<file path="src/rtl/core_ex_excp_pkg.sv">
// core_ex_excp_pkg: cause codes, mstatus bit positions and FSM states for the trap/return sequencer
package core_ex_excp_pkg;
  localparam int CORE_XLEN = 32;
  localparam logic [3:0] CAUSE_IF_MISALIGN = 4'd0;
  localparam logic [3:0] CAUSE_ILLEGAL = 4'd2;
  localparam logic [3:0] CAUSE_EBREAK = 4'd3;
  localparam logic [3:0] CAUSE_LD_MISALIGN = 4'd4;
  localparam logic [3:0] CAUSE_ST_MISALIGN = 4'd6;
  localparam logic [3:0] CAUSE_ECALL = 4'd11;
  localparam int MSTATUS_MIE = 3;
  localparam int MSTATUS_MPIE = 7;
  localparam int MSTATUS_MPP_LO = 11;
  localparam int MSTATUS_MPP_HI = 12;
  localparam logic [1:0] PRV_M = 2'b11;
  typedef enum logic [1:0] {ST_IDLE, ST_WRCSR, ST_REDIR} state_e;
  typedef struct packed {
    logic illegal;
    logic if_misalign;
    logic ecall;
    logic ebreak;
    logic st_misalign;
    logic ld_misalign;
  } exc_t;
  function automatic logic [3:0] exc_cause(exc_t e);
    return e.illegal ? CAUSE_ILLEGAL : e.if_misalign ? CAUSE_IF_MISALIGN :
           e.ecall ? CAUSE_ECALL : e.ebreak ? CAUSE_EBREAK :
           e.st_misalign ? CAUSE_ST_MISALIGN : CAUSE_LD_MISALIGN;
  endfunction
endpackage

</file>
<file path="src/rtl/core_ex_excp_if.sv">
// core_ex_excp_if: EX-side, CSR commit and IFU redirect signals of the trap/return sequencer
import core_ex_excp_pkg::*;
interface core_ex_excp_if #(parameter int XLEN = CORE_XLEN);
  logic ex_valid;
  logic ex_ready;
  logic [XLEN-1:0] ex_pc;
  logic ex_illegal;
  logic ex_if_misalign;
  logic ex_ecall;
  logic ex_ebreak;
  logic ex_st_misalign;
  logic ex_ld_misalign;
  logic ex_mret;
  logic [XLEN-1:0] csr_mstatus_r;
  logic [XLEN-1:0] csr_mtvec_r;
  logic [XLEN-1:0] csr_mepc_r;
  logic cmt_mstatus_en;
  logic [XLEN-1:0] cmt_mstatus;
  logic cmt_mcause_en;
  logic [XLEN-1:0] cmt_mcause;
  logic cmt_mepc_en;
  logic [XLEN-1:0] cmt_mepc;
  logic flush;
  logic redir_valid;
  logic redir_ready;
  logic [XLEN-1:0] redir_pc;
  modport slave (
    input ex_valid, ex_pc, ex_illegal, ex_if_misalign, ex_ecall, ex_ebreak,
    input ex_st_misalign, ex_ld_misalign, ex_mret,
    input csr_mstatus_r, csr_mtvec_r, csr_mepc_r, redir_ready,
    output ex_ready, cmt_mstatus_en, cmt_mstatus, cmt_mcause_en, cmt_mcause,
    output cmt_mepc_en, cmt_mepc, flush, redir_valid, redir_pc
  );
  modport master (
    output ex_valid, ex_pc, ex_illegal, ex_if_misalign, ex_ecall, ex_ebreak,
    output ex_st_misalign, ex_ld_misalign, ex_mret,
    output csr_mstatus_r, csr_mtvec_r, csr_mepc_r, redir_ready,
    input ex_ready, cmt_mstatus_en, cmt_mstatus, cmt_mcause_en, cmt_mcause,
    input cmt_mepc_en, cmt_mepc, flush, redir_valid, redir_pc
  );
endinterface

</file>
<file path="src/rtl/core_ex_excp.sv">
// core_ex_excp: trap/MRET sequencer writing mepc/mcause/mstatus and redirecting fetch
module core_ex_excp
  import core_ex_excp_pkg::*;
#(
  parameter int XLEN = CORE_XLEN
) (
  input logic clk,
  input logic rst_n,
  core_ex_excp_if.slave io
);
  localparam logic [XLEN-1:0] ALIGN = {{(XLEN-2){1'b1}}, 2'b00};
  state_e state;
  logic trap;
  logic [3:0] cause;
  logic [XLEN-1:0] pc;
  logic [XLEN-1:0] tgt;
  logic [XLEN-1:0] mst;
  exc_t exc;
  logic any_exc;
  logic evt;
  logic wr;
  logic rd;
  assign exc = {io.ex_illegal, io.ex_if_misalign, io.ex_ecall, io.ex_ebreak,
                io.ex_st_misalign, io.ex_ld_misalign};
  assign any_exc = |exc;
  // an exception alongside MRET takes the trap path
  assign evt = io.ex_valid & (any_exc | io.ex_mret);
  always_ff @(posedge clk or negedge rst_n)
    if (!rst_n) begin
      state <= ST_IDLE;
      trap <= 1'b0;
      cause <= '0;
      pc <= '0;
      tgt <= '0;
    end else begin
      case (state)
        ST_IDLE:
          if (evt) begin
            state <= ST_WRCSR;
            trap <= any_exc;
            cause <= exc_cause(exc);
            pc <= io.ex_pc & ALIGN;
            tgt <= (any_exc ? io.csr_mtvec_r : io.csr_mepc_r) & ALIGN;
          end
        ST_WRCSR: state <= ST_REDIR;
        default: if (io.redir_ready) state <= ST_IDLE;
      endcase
    end
  // mstatus is built from the CSR value live in the write cycle
  always_comb begin
    mst = io.csr_mstatus_r;
    mst[MSTATUS_MPIE] = trap ? io.csr_mstatus_r[MSTATUS_MIE] : 1'b1;
    mst[MSTATUS_MIE] = trap ? 1'b0 : io.csr_mstatus_r[MSTATUS_MPIE];
    mst[MSTATUS_MPP_HI:MSTATUS_MPP_LO] = PRV_M;
  end
  assign wr = state == ST_WRCSR;
  assign rd = state == ST_REDIR;
  assign io.ex_ready = state == ST_IDLE;
  assign io.flush = state != ST_IDLE;
  assign io.redir_valid = rd;
  assign io.redir_pc = rd ? tgt : '0;
  assign io.cmt_mstatus_en = wr;
  assign io.cmt_mstatus = wr ? mst : '0;
  assign io.cmt_mepc_en = wr & trap;
  assign io.cmt_mepc = (wr & trap) ? pc : '0;
  assign io.cmt_mcause_en = wr & trap;
  assign io.cmt_mcause = (wr & trap) ? {{(XLEN-4){1'b0}}, cause} : '0;
endmodule

</file>
<file path="src/flat_wrapper.sv">
// flat-port wrapper written by rule: the top's interface ports become plain ports
module core_ex_excp_flat import core_ex_excp_pkg::*;
#(
  parameter int XLEN = CORE_XLEN
)
  (clk, rst_n, io_ex_valid, io_ex_pc, io_ex_illegal, io_ex_if_misalign, io_ex_ecall, io_ex_ebreak, io_ex_st_misalign, io_ex_ld_misalign, io_ex_mret, io_csr_mstatus_r, io_csr_mtvec_r, io_csr_mepc_r, io_redir_ready, io_ex_ready, io_cmt_mstatus_en, io_cmt_mstatus, io_cmt_mcause_en, io_cmt_mcause, io_cmt_mepc_en, io_cmt_mepc, io_flush, io_redir_valid, io_redir_pc);
  core_ex_excp_if #(.XLEN(XLEN)) io_i ();
  input logic clk;
  input logic rst_n;
  input wire logic [$bits(io_i.ex_valid)-1:0] io_ex_valid;
  input wire logic [$bits(io_i.ex_pc)-1:0] io_ex_pc;
  input wire logic [$bits(io_i.ex_illegal)-1:0] io_ex_illegal;
  input wire logic [$bits(io_i.ex_if_misalign)-1:0] io_ex_if_misalign;
  input wire logic [$bits(io_i.ex_ecall)-1:0] io_ex_ecall;
  input wire logic [$bits(io_i.ex_ebreak)-1:0] io_ex_ebreak;
  input wire logic [$bits(io_i.ex_st_misalign)-1:0] io_ex_st_misalign;
  input wire logic [$bits(io_i.ex_ld_misalign)-1:0] io_ex_ld_misalign;
  input wire logic [$bits(io_i.ex_mret)-1:0] io_ex_mret;
  input wire logic [$bits(io_i.csr_mstatus_r)-1:0] io_csr_mstatus_r;
  input wire logic [$bits(io_i.csr_mtvec_r)-1:0] io_csr_mtvec_r;
  input wire logic [$bits(io_i.csr_mepc_r)-1:0] io_csr_mepc_r;
  input wire logic [$bits(io_i.redir_ready)-1:0] io_redir_ready;
  output wire logic [$bits(io_i.ex_ready)-1:0] io_ex_ready;
  output wire logic [$bits(io_i.cmt_mstatus_en)-1:0] io_cmt_mstatus_en;
  output wire logic [$bits(io_i.cmt_mstatus)-1:0] io_cmt_mstatus;
  output wire logic [$bits(io_i.cmt_mcause_en)-1:0] io_cmt_mcause_en;
  output wire logic [$bits(io_i.cmt_mcause)-1:0] io_cmt_mcause;
  output wire logic [$bits(io_i.cmt_mepc_en)-1:0] io_cmt_mepc_en;
  output wire logic [$bits(io_i.cmt_mepc)-1:0] io_cmt_mepc;
  output wire logic [$bits(io_i.flush)-1:0] io_flush;
  output wire logic [$bits(io_i.redir_valid)-1:0] io_redir_valid;
  output wire logic [$bits(io_i.redir_pc)-1:0] io_redir_pc;
  assign io_i.ex_valid = io_ex_valid;
  assign io_i.ex_pc = io_ex_pc;
  assign io_i.ex_illegal = io_ex_illegal;
  assign io_i.ex_if_misalign = io_ex_if_misalign;
  assign io_i.ex_ecall = io_ex_ecall;
  assign io_i.ex_ebreak = io_ex_ebreak;
  assign io_i.ex_st_misalign = io_ex_st_misalign;
  assign io_i.ex_ld_misalign = io_ex_ld_misalign;
  assign io_i.ex_mret = io_ex_mret;
  assign io_i.csr_mstatus_r = io_csr_mstatus_r;
  assign io_i.csr_mtvec_r = io_csr_mtvec_r;
  assign io_i.csr_mepc_r = io_csr_mepc_r;
  assign io_i.redir_ready = io_redir_ready;
  assign io_ex_ready = io_i.ex_ready;
  assign io_cmt_mstatus_en = io_i.cmt_mstatus_en;
  assign io_cmt_mstatus = io_i.cmt_mstatus;
  assign io_cmt_mcause_en = io_i.cmt_mcause_en;
  assign io_cmt_mcause = io_i.cmt_mcause;
  assign io_cmt_mepc_en = io_i.cmt_mepc_en;
  assign io_cmt_mepc = io_i.cmt_mepc;
  assign io_flush = io_i.flush;
  assign io_redir_valid = io_i.redir_valid;
  assign io_redir_pc = io_i.redir_pc;
  core_ex_excp #(.XLEN(XLEN)) u_core (.clk(clk), .rst_n(rst_n), .io(io_i));
endmodule
</file>
<file path="config.mk">
export PLATFORM = sky130hd
export DESIGN_NAME = core_ex_excp_flat
export DESIGN_NICKNAME = d
export VERILOG_FILES = /design/src/rtl/core_ex_excp_pkg.sv /design/src/rtl/core_ex_excp_if.sv /design/src/rtl/core_ex_excp.sv /design/src/flat_wrapper.sv
export SDC_FILE = /design/constraint.sdc
export NUM_CORES = 1
export LEC_CHECK = 0
export BUFFER_PORTS_ARGS = -buffer_cell sky130_fd_sc_hd__buf_2
export CAP_MARGIN = 20
export CORE_AREA = 2 2 106 108
export CTS_CLUSTER_SIZE = 30
export DETAILED_ROUTE_END_ITERATION = 16
export DIE_AREA = 0 0 108 110
export PLACE_DENSITY_LB_ADDON = 0.08
export RECOVER_POWER = 50
export SLEW_MARGIN = 40
export SYNTH_ARGS = -nofsm -noshare
export SYNTH_HDL_FRONTEND = slang
export SYNTH_SLANG_ARGS = --single-unit
export TNS_END_PERCENT = 30
</file>
<file path="constraint.sdc">
create_clock -name clk -period 3.35 [get_ports clk]
set_clock_uncertainty 0.1 [all_clocks]
set_input_delay 0.67 -clock clk [delete_from_list [all_inputs] [get_ports clk]]
set_output_delay 0.67 -clock clk [all_outputs]
set_load 0.02 [all_outputs]
</file>
==> results of run 1 <==
-- Yosys cell counts, drive strengths merged --
cell type / count / share of area, %
buf: 44 / 8.8
nor3b: 1 / 0.32
mux2: 32 / 9.1
clkbuf: 28 / 2.7
and2: 59 / 9.4
inv: 34 / 3.2
conb: 1 / 0.095
a21oi: 1 / 0.13
o21bai: 2 / 0.38
nor4b: 1 / 0.22
o221ai: 30 / 6.7
nand4: 30 / 4.8
mux2i: 1 / 0.25
a31oi: 1 / 0.54
nor4: 1 / 0.16
nand2: 32 / 3.0
and3: 34 / 5.4
nand3: 1 / 0.13
a21boi: 1 / 0.19
o21ai: 2 / 0.25
and3b: 2 / 0.44
nor2: 3 / 0.29
nor3: 1 / 0.25
dfrtp: 67 / 42
or3b: 1 / 0.29
nor2b: 2 / 0.32
o2bb2ai: 1 / 0.22
-- cell families (layout without fill, tap and decap cells) --
group,after synthesis,after routing
simple gates,168,168
buf+inv,106,293
flops,67,67
compound gates,38,38
mux,33,33
other cells,1,33
-- routing by layer --
layer	track usage, %	up-vias	wire length (um)
li1	-	1775	-
met1	19.59	1748	4221
met2	34.41	155	5968
met3	3.469	14	807
met4	7.326	0	195
met5	0	-	0
-- worst max-delay path by stage --
stage                    startpoint           endpoint  slack (ns)  cells past startpoint
global placement        io_ex_valid      u_core.pc[15]        0.90                      5
CTS                 u_core.state[0]  io_cmt_mstatus[7]        0.55                      4
detailed placement      io_ex_valid      u_core.pc[20]        0.88                      5
global route        u_core.state[0]  io_cmt_mstatus[7]        0.41                      4
floorplan           u_core.state[0]     io_cmt_mepc_en        1.08                      5
finish              u_core.state[0]  io_cmt_mstatus[7]        0.59                      4
-- sequential cells by signal, indices dropped and copies added (netlist names) --
name / count
u_core.cause: 4
u_core.tgt: 30
u_core.state: 2
u_core.trap: 1
u_core.pc: 30
-- stage by stage --
stage,instances,power (uW)
after floorplan,444,2877
after global placement,755,3428
after detailed placement,755,3470
after CTS,771,4322
after global routing,772,4577
final,772,4255
-- worst max-delay path, cell delays in order (launching register included) --
cell and delay (ns):
dfrtp_1 0.47, nor2b_4 0.56, buf_12 0.24, a21boi_0 0.18
buf_2 0.19
-- layout make-up --
class / count / area [um2] / share of cell area, %
Inverter: 34 / 127.6 / 2.402
Tap cell: 140 / 175.2 / 3.296
Clock inverter: 6 / 112.6 / 2.119
Clock buffer: 10 / 137.6 / 2.590
Multi-Input combinational cell: 271 / 1821 / 34.26
Antenna cell: 1 / 2.502 / 0.04709
Timing Repair Buffer: 243 / 1260 / 23.71
Sequential cell: 67 / 1678 / 31.58
-- where the power goes --
group          leakage (uW)  total [uW]  internal (uW)  switching, uW
clock              0.000126         839            516            322
combinational       0.00200        1980            824           1150
sequential         0.000809        1440           1210            232
total               0.00294        4260           2550           1710
==> summary.md, run 1 <==
| Metric | Value |
|---|---|
| Leak | 0.002939 uW |
| Worst-Margin Slew | 1.757 ns |
| Clock Sinks | 67 |
| Compound-cell area share of the yosys netlist | 8.370% |
| Ys Warns | 0 |
| Slew Limit Fails | 30 |
| Placed inst area | 5081 um2 |
| Drt drc | 0 |
| Max cap viols | 1 |
| Min-Delay Path Class | register to register |
| Number of global-route vias before repair | 3335 |
| TNS Setup | 0 ns |
| Hold Path Cell Cnt | 1 |
| Min Tclk post-route | 2.760 ns |
| Final hold vios | 0 |
| WHS | 0.3816 ns |
| Post-Place Setup Slack | 0.8754 ns |
| Endpoints failing setup | 0 |
| Wire per inst | 14.50 um |
| Final period util | 82.39% |
| RSZ-0062 raised after global routing | false |
| RD Place Congestion | 0.7788 |
| R2r setup slk | 1.16 ns |
| CTS tree | yes |
| Clock Pin Slew Worst Setup and Hold Paths | 0.08 ns |
| Reg-to-Reg Start | u_core.state[0] |
| Startpoint Class | register |
| Mapped Area | 3946 um2 |
| Via count | 3692 |
| Vias/cell | 4.782 |
| Final Cell Area | 5314 um2 |
| CTS buffer count | 9 |
| Required time of the critical path | 2.58 ns |
| Core ar. | 10700 um2 |
| Port bufs | 232 |
| Area Overhead vs Synth | 34.65% |
| Yosys cell types | 33 |
| Ports | 273 |
| Resized Gates After CTS | 0 |
| CP Capture Type | output port |
| Final WS setup | 0.5901 ns |
| Root Buffer | clkbuf_8 |
| Mux cell area share after synthesis | 9.385% |
| Failing checks | max-capacitance violations, max-slew violations |
| Yosys reg bits | 67 |
| Hold wc startpoint | u_core.pc[10] |
| Final core occ | 49.67% |
| Post-Synth Adder-Cell Area | 0% |
| DRC marker count from the first detailed-route iteration | 141 |
| Pre-antenna DRT Iters | 6 |
| Detailed placer's ending HPWL | 8145 um |
| Layout cells sized above 1 | 43.58% |
| PwrDens | 800.8 nW/um2 |
| Die Y | 110 um |
| Total congestion overflow | 0 |
| Sequential share of the synthesized area | 42.49% |
| Synth Area in Simple Gates | 24.95% |
| Clock Latency Late Sink | 0.33 ns |
| Crit path DAT | 1.99 ns |
| Slew margin rel. | -17.13% |
| # hold bufs at CTS | 0 |
| DIE AREA | 11880 um2 |
| Post-Synth XOR/XNOR Area | 0% |
| Initial antenna violation count | 1 |
| Starting Density | 36.89% |
| H-tree depth | 3 |
| Routed WL | 11190 um |
| Critical path class | register to output port |
| Reg-to-Reg End | u_core.pc[20] |
| Layout fillers | 1089 |
| R2R depth | 4 |
| DRT antenna net count | 0 |
| Most frequent cells in the layout | buf_2 (228), dfrtp_1 (66), and2_1 (59) |
| Global-route wire length before repair | 16430 um |
| Critical Path Fanout Max | 35 |
| Die W | 108 um |
| Outcome | complete, but fails checks |
| Site row count | 38 |
| Post-CTS setup buffer count | 0 |
| Peak VDD IR | 315.5 uV |
| Syn Area/Cell | 9.555 um2 |
| Commonest non-fill, non-tap cell in the layout | buf_2 |
| Nets | 765 |
| Main combinational cell family by area after synthesis | simple AND/OR/NAND/NOR gates |
| Gr usage total | 18.05% |
| Largest net degree at the start of global routing | 44 |
| Hold EP | u_core.pc[10] |
| Max frequency | 0.3623 GHz |
| Clock Tree Buf Depth | 2 |
| Cells after synthesis | 413 |
(Power assumes the default switching activity.)
==> run 2: changes to the inputs <==
CORE_AREA = not set   (was 2 2 106 108)
CORE_ASPECT_RATIO = 0.6   (was not set)
CORE_UTILIZATION = 42   (was not set)
DIE_AREA = not set   (was 0 0 108 110)
clock period = 2.9 ns   (was 3.35 ns; I/O delays follow)
==> run 2 against run 1 <==
Net effect:
- the run still ends with max-capacitance violations, max-slew violations left
- utilization is 11 points higher
- clock power is 30% higher
- largest power group unchanged
- global-route usage is 5.2 points higher
- clock-buffer cell count is 3 higher
- largest cell class unchanged
- first-iteration DRC count is 8.5% higher
==> summary.md, run 2 (same netlist as run 1, synthesis figures left out) <==
| Metric | Value |
|---|---|
| Outcome | complete, but fails checks |
| Failing checks | max-capacitance violations, max-slew violations |
| Site row count | 26 (-32%) |
| Wire per inst | 14.72 um (+1.5%) |
| Vias/cell | 4.832 (+1.0%) |
| Post-CTS setup buffer count | 0 (unchanged) |
| Wire length on met2 | 5142 um (-14%) |
| Pre-antenna DRT Iters | 4 (-2) |
| Total congestion overflow | 0 (unchanged) |
| Commonest non-fill, non-tap cell in the layout | buf_2 |
| Reg-to-Reg End | u_core.pc[23] |
| Reg-to-Reg Start | u_core.state[1] |
| Required time of the critical path | 3.01 ns (+0.43 ns) |
| Startpoint Class | register |
| Max Used Layer | met4 |
| CTS tree | yes |
| CP Capture Type | register |
| Slew Limit Fails | 33 (+10%) |
| Ports | 273 (unchanged) |
| Starting Density | 44.76% (+7.9 points) |
| Final period util | 88.72% |
| RSZ-0062 raised after global routing | false |
| Critical Path Fanout Max | 39 (+11%) |
| Global-route wire length before repair | 17780 um (+8.2%) |
| Largest net degree at the start of global routing | 61 (+39%) |
| PwrDens | 949.2 nW/um2 (+19%) |
| CTS buffer count | 9 (unchanged) |
| Port bufs | 232 (unchanged) |
| R2R depth | 4 (unchanged) |
| Max frequency | 0.3887 GHz |
| Worst-Margin Slew | 1.920 ns (+0.1629 ns) |
| Die W | 127.1 um (+18%) |
| Routed WL | 11110 um (-0.71%) |
| Peak VDD IR | 474.7 uV (+50%) |
| CP max stage cell | clkbuf_2 |
| Layout cells sized above 1 | 43.24% (-0.34 points) |
| Clock Pin Slew Worst Setup and Hold Paths | 0.05 ns (-0.03 ns) |
| Gr usage total | 23.21% (+5.2 points) |
| Clock Latency Late Sink | 0.32 ns (about the same) |
| Reg area | 1677 um2 (about the same) |
| RD Place Congestion | 0.7560 (-2.9%) |
| Resized Gates After CTS | 0 (unchanged) |
| # hold bufs at CTS | 0 (unchanged) |
| Slew margin rel. | -27.99% (-11 points) |
| Via count | 3648 (-1.2%) |
| Critical path class | register to register |
| DRC marker count from the first detailed-route iteration | 153 (+8.5%) |
| DR WL met3 | 895 um (+11%) |
| Root Buffer | clkbuf_16 |
| Detailed placer's ending HPWL | 7907 um (-2.9%) |
| Layout fillers | 792 (-27%) |
| Clock Tree Buf Depth | 2 (unchanged) |
| Drt drc | 0 (unchanged) |
| Hold EP | u_core.state[0] |
| Biggest regs | u_core.pc: 30 flops, u_core.tgt: 30 flops, u_core.cause: 4 flops |
| DIE AREA | 9801 um2 (-18%) |
| M1 wire length | 4976 um (+18%) |
| Min Tclk post-route | 2.573 ns |
| TNS Setup | 0 ns (unchanged) |
| R2r setup slk | 0.33 ns (-0.83 ns) |
| Endpoints failing setup | 0 (unchanged) |
| DRT antenna net count | 0 (unchanged) |
| Most frequent cells in the layout | buf_2 (229), dfrtp_1 (67), and2_1 (59) |
| Final Cell Area | 5329 um2 (+0.28%) |
| Core ar. | 8816 um2 (-18%) |
| Nets | 764 (-0.13%) |
| Critical path's largest stage delay | 0.79 ns (+0.23 ns) |
| Initial antenna violation count | 0 (-1) |
| H-tree depth | 3 (unchanged) |
| Crit path DAT | 2.68 ns (+0.69 ns) |
| Hold Path Cell Cnt | 2 (+1) |
| Crit-path cells | or3b_1, a31oi_1, clkbuf_2, mux2_2 |
| Die Y | 77.09 um (-30%) |
| Min-Delay Path Class | input pin to register |
| Area Overhead vs Synth | 35.03% |
| Clock Sinks | 67 (unchanged) |
| Leak | 0.002962 uW (+0.78%) |
| Final hold vios | 0 (unchanged) |
| Hold wc startpoint | io_redir_ready |
| Placed inst area | 5057 um2 (-0.47%) |
| Number of global-route vias before repair | 3527 (+5.8%) |
| Max cap viols | 1 (unchanged) |
| Multi-input logic area | 1817 um2 (-0.21%) |
| N_diodes | 0 (-1) |
## run 2: cell count changes in the layout (fill, tap and decap cells not counted), sizes merged
cell    previous run  this run
clkinv             3         1
clkbuf            15        17
diode              1         0
bufinv             3         1
## run 2: worst max path at each step
stage	start	end	slack [ns]	depth (start not counted)
final	u_core.state[1]	u_core.pc[23]	0.33	4
after floorplan	u_core.state[0]	io_cmt_mepc_en	0.72	5
after global placement	io_ex_valid	u_core.pc[12]	0.62	5
after detailed placement	io_ex_valid	u_core.pc[14]	0.58	5
after CTS	u_core.state[0]	io_cmt_mstatus[7]	0.42	4
after global routing	u_core.state[1]	u_core.pc[12]	0.18	4
## run 2: area by class of cell
cell class	instances	share of cell area, %
Multi-Input combinational cell	271	34.09
Sequential cell	67	31.46
Timing Repair Buffer	242	23.55
Clock buffer	13	4.884
Tap cell	126	2.958
Inverter	34	2.395
Clock inverter	2	0.6574
## run 2: worst max-delay path: cells and delay by family, from the launching register on
family / cells / cell delay, ns
flip-flops: 1 / 0.48
AND/OR/NAND/NOR: 1 / 0.42
multiplexers: 1 / 0.42
buffers and inverters: 1 / 0.79
AO/OA/AOI/OAI: 1 / 0.23
## run 2: per-stage QoR
stage	cells	hold WS (ns)	utilization, %	setup WS [ns]	power, uW
after floorplan	444	0.1844	-	0.7193	3324
after global placement	740	0.3590	57.37	0.6159	3938
after detailed placement	740	0.3695	57.37	0.5821	4013
after CTS	755	0.2631	60.72	0.4237	5115
after global routing	755	0.3486	60.45	0.1836	5408
final	755	0.3455	60.45	0.3271	5058
## run 2: per-layer routing
layer | up-vias | track usage [%]
met3 | 10 | 7.816
met1 | 1720 | 30.01
li1 | 1774 | -
met4 | 0 | 6.667
met2 | 144 | 36.92
met5 | - | 0
## run 2: report_power, final
part           internal (uW)  switching, uW
logic                    950           1380
clock network            706            381
registers               1400            243
total                   3050           2010
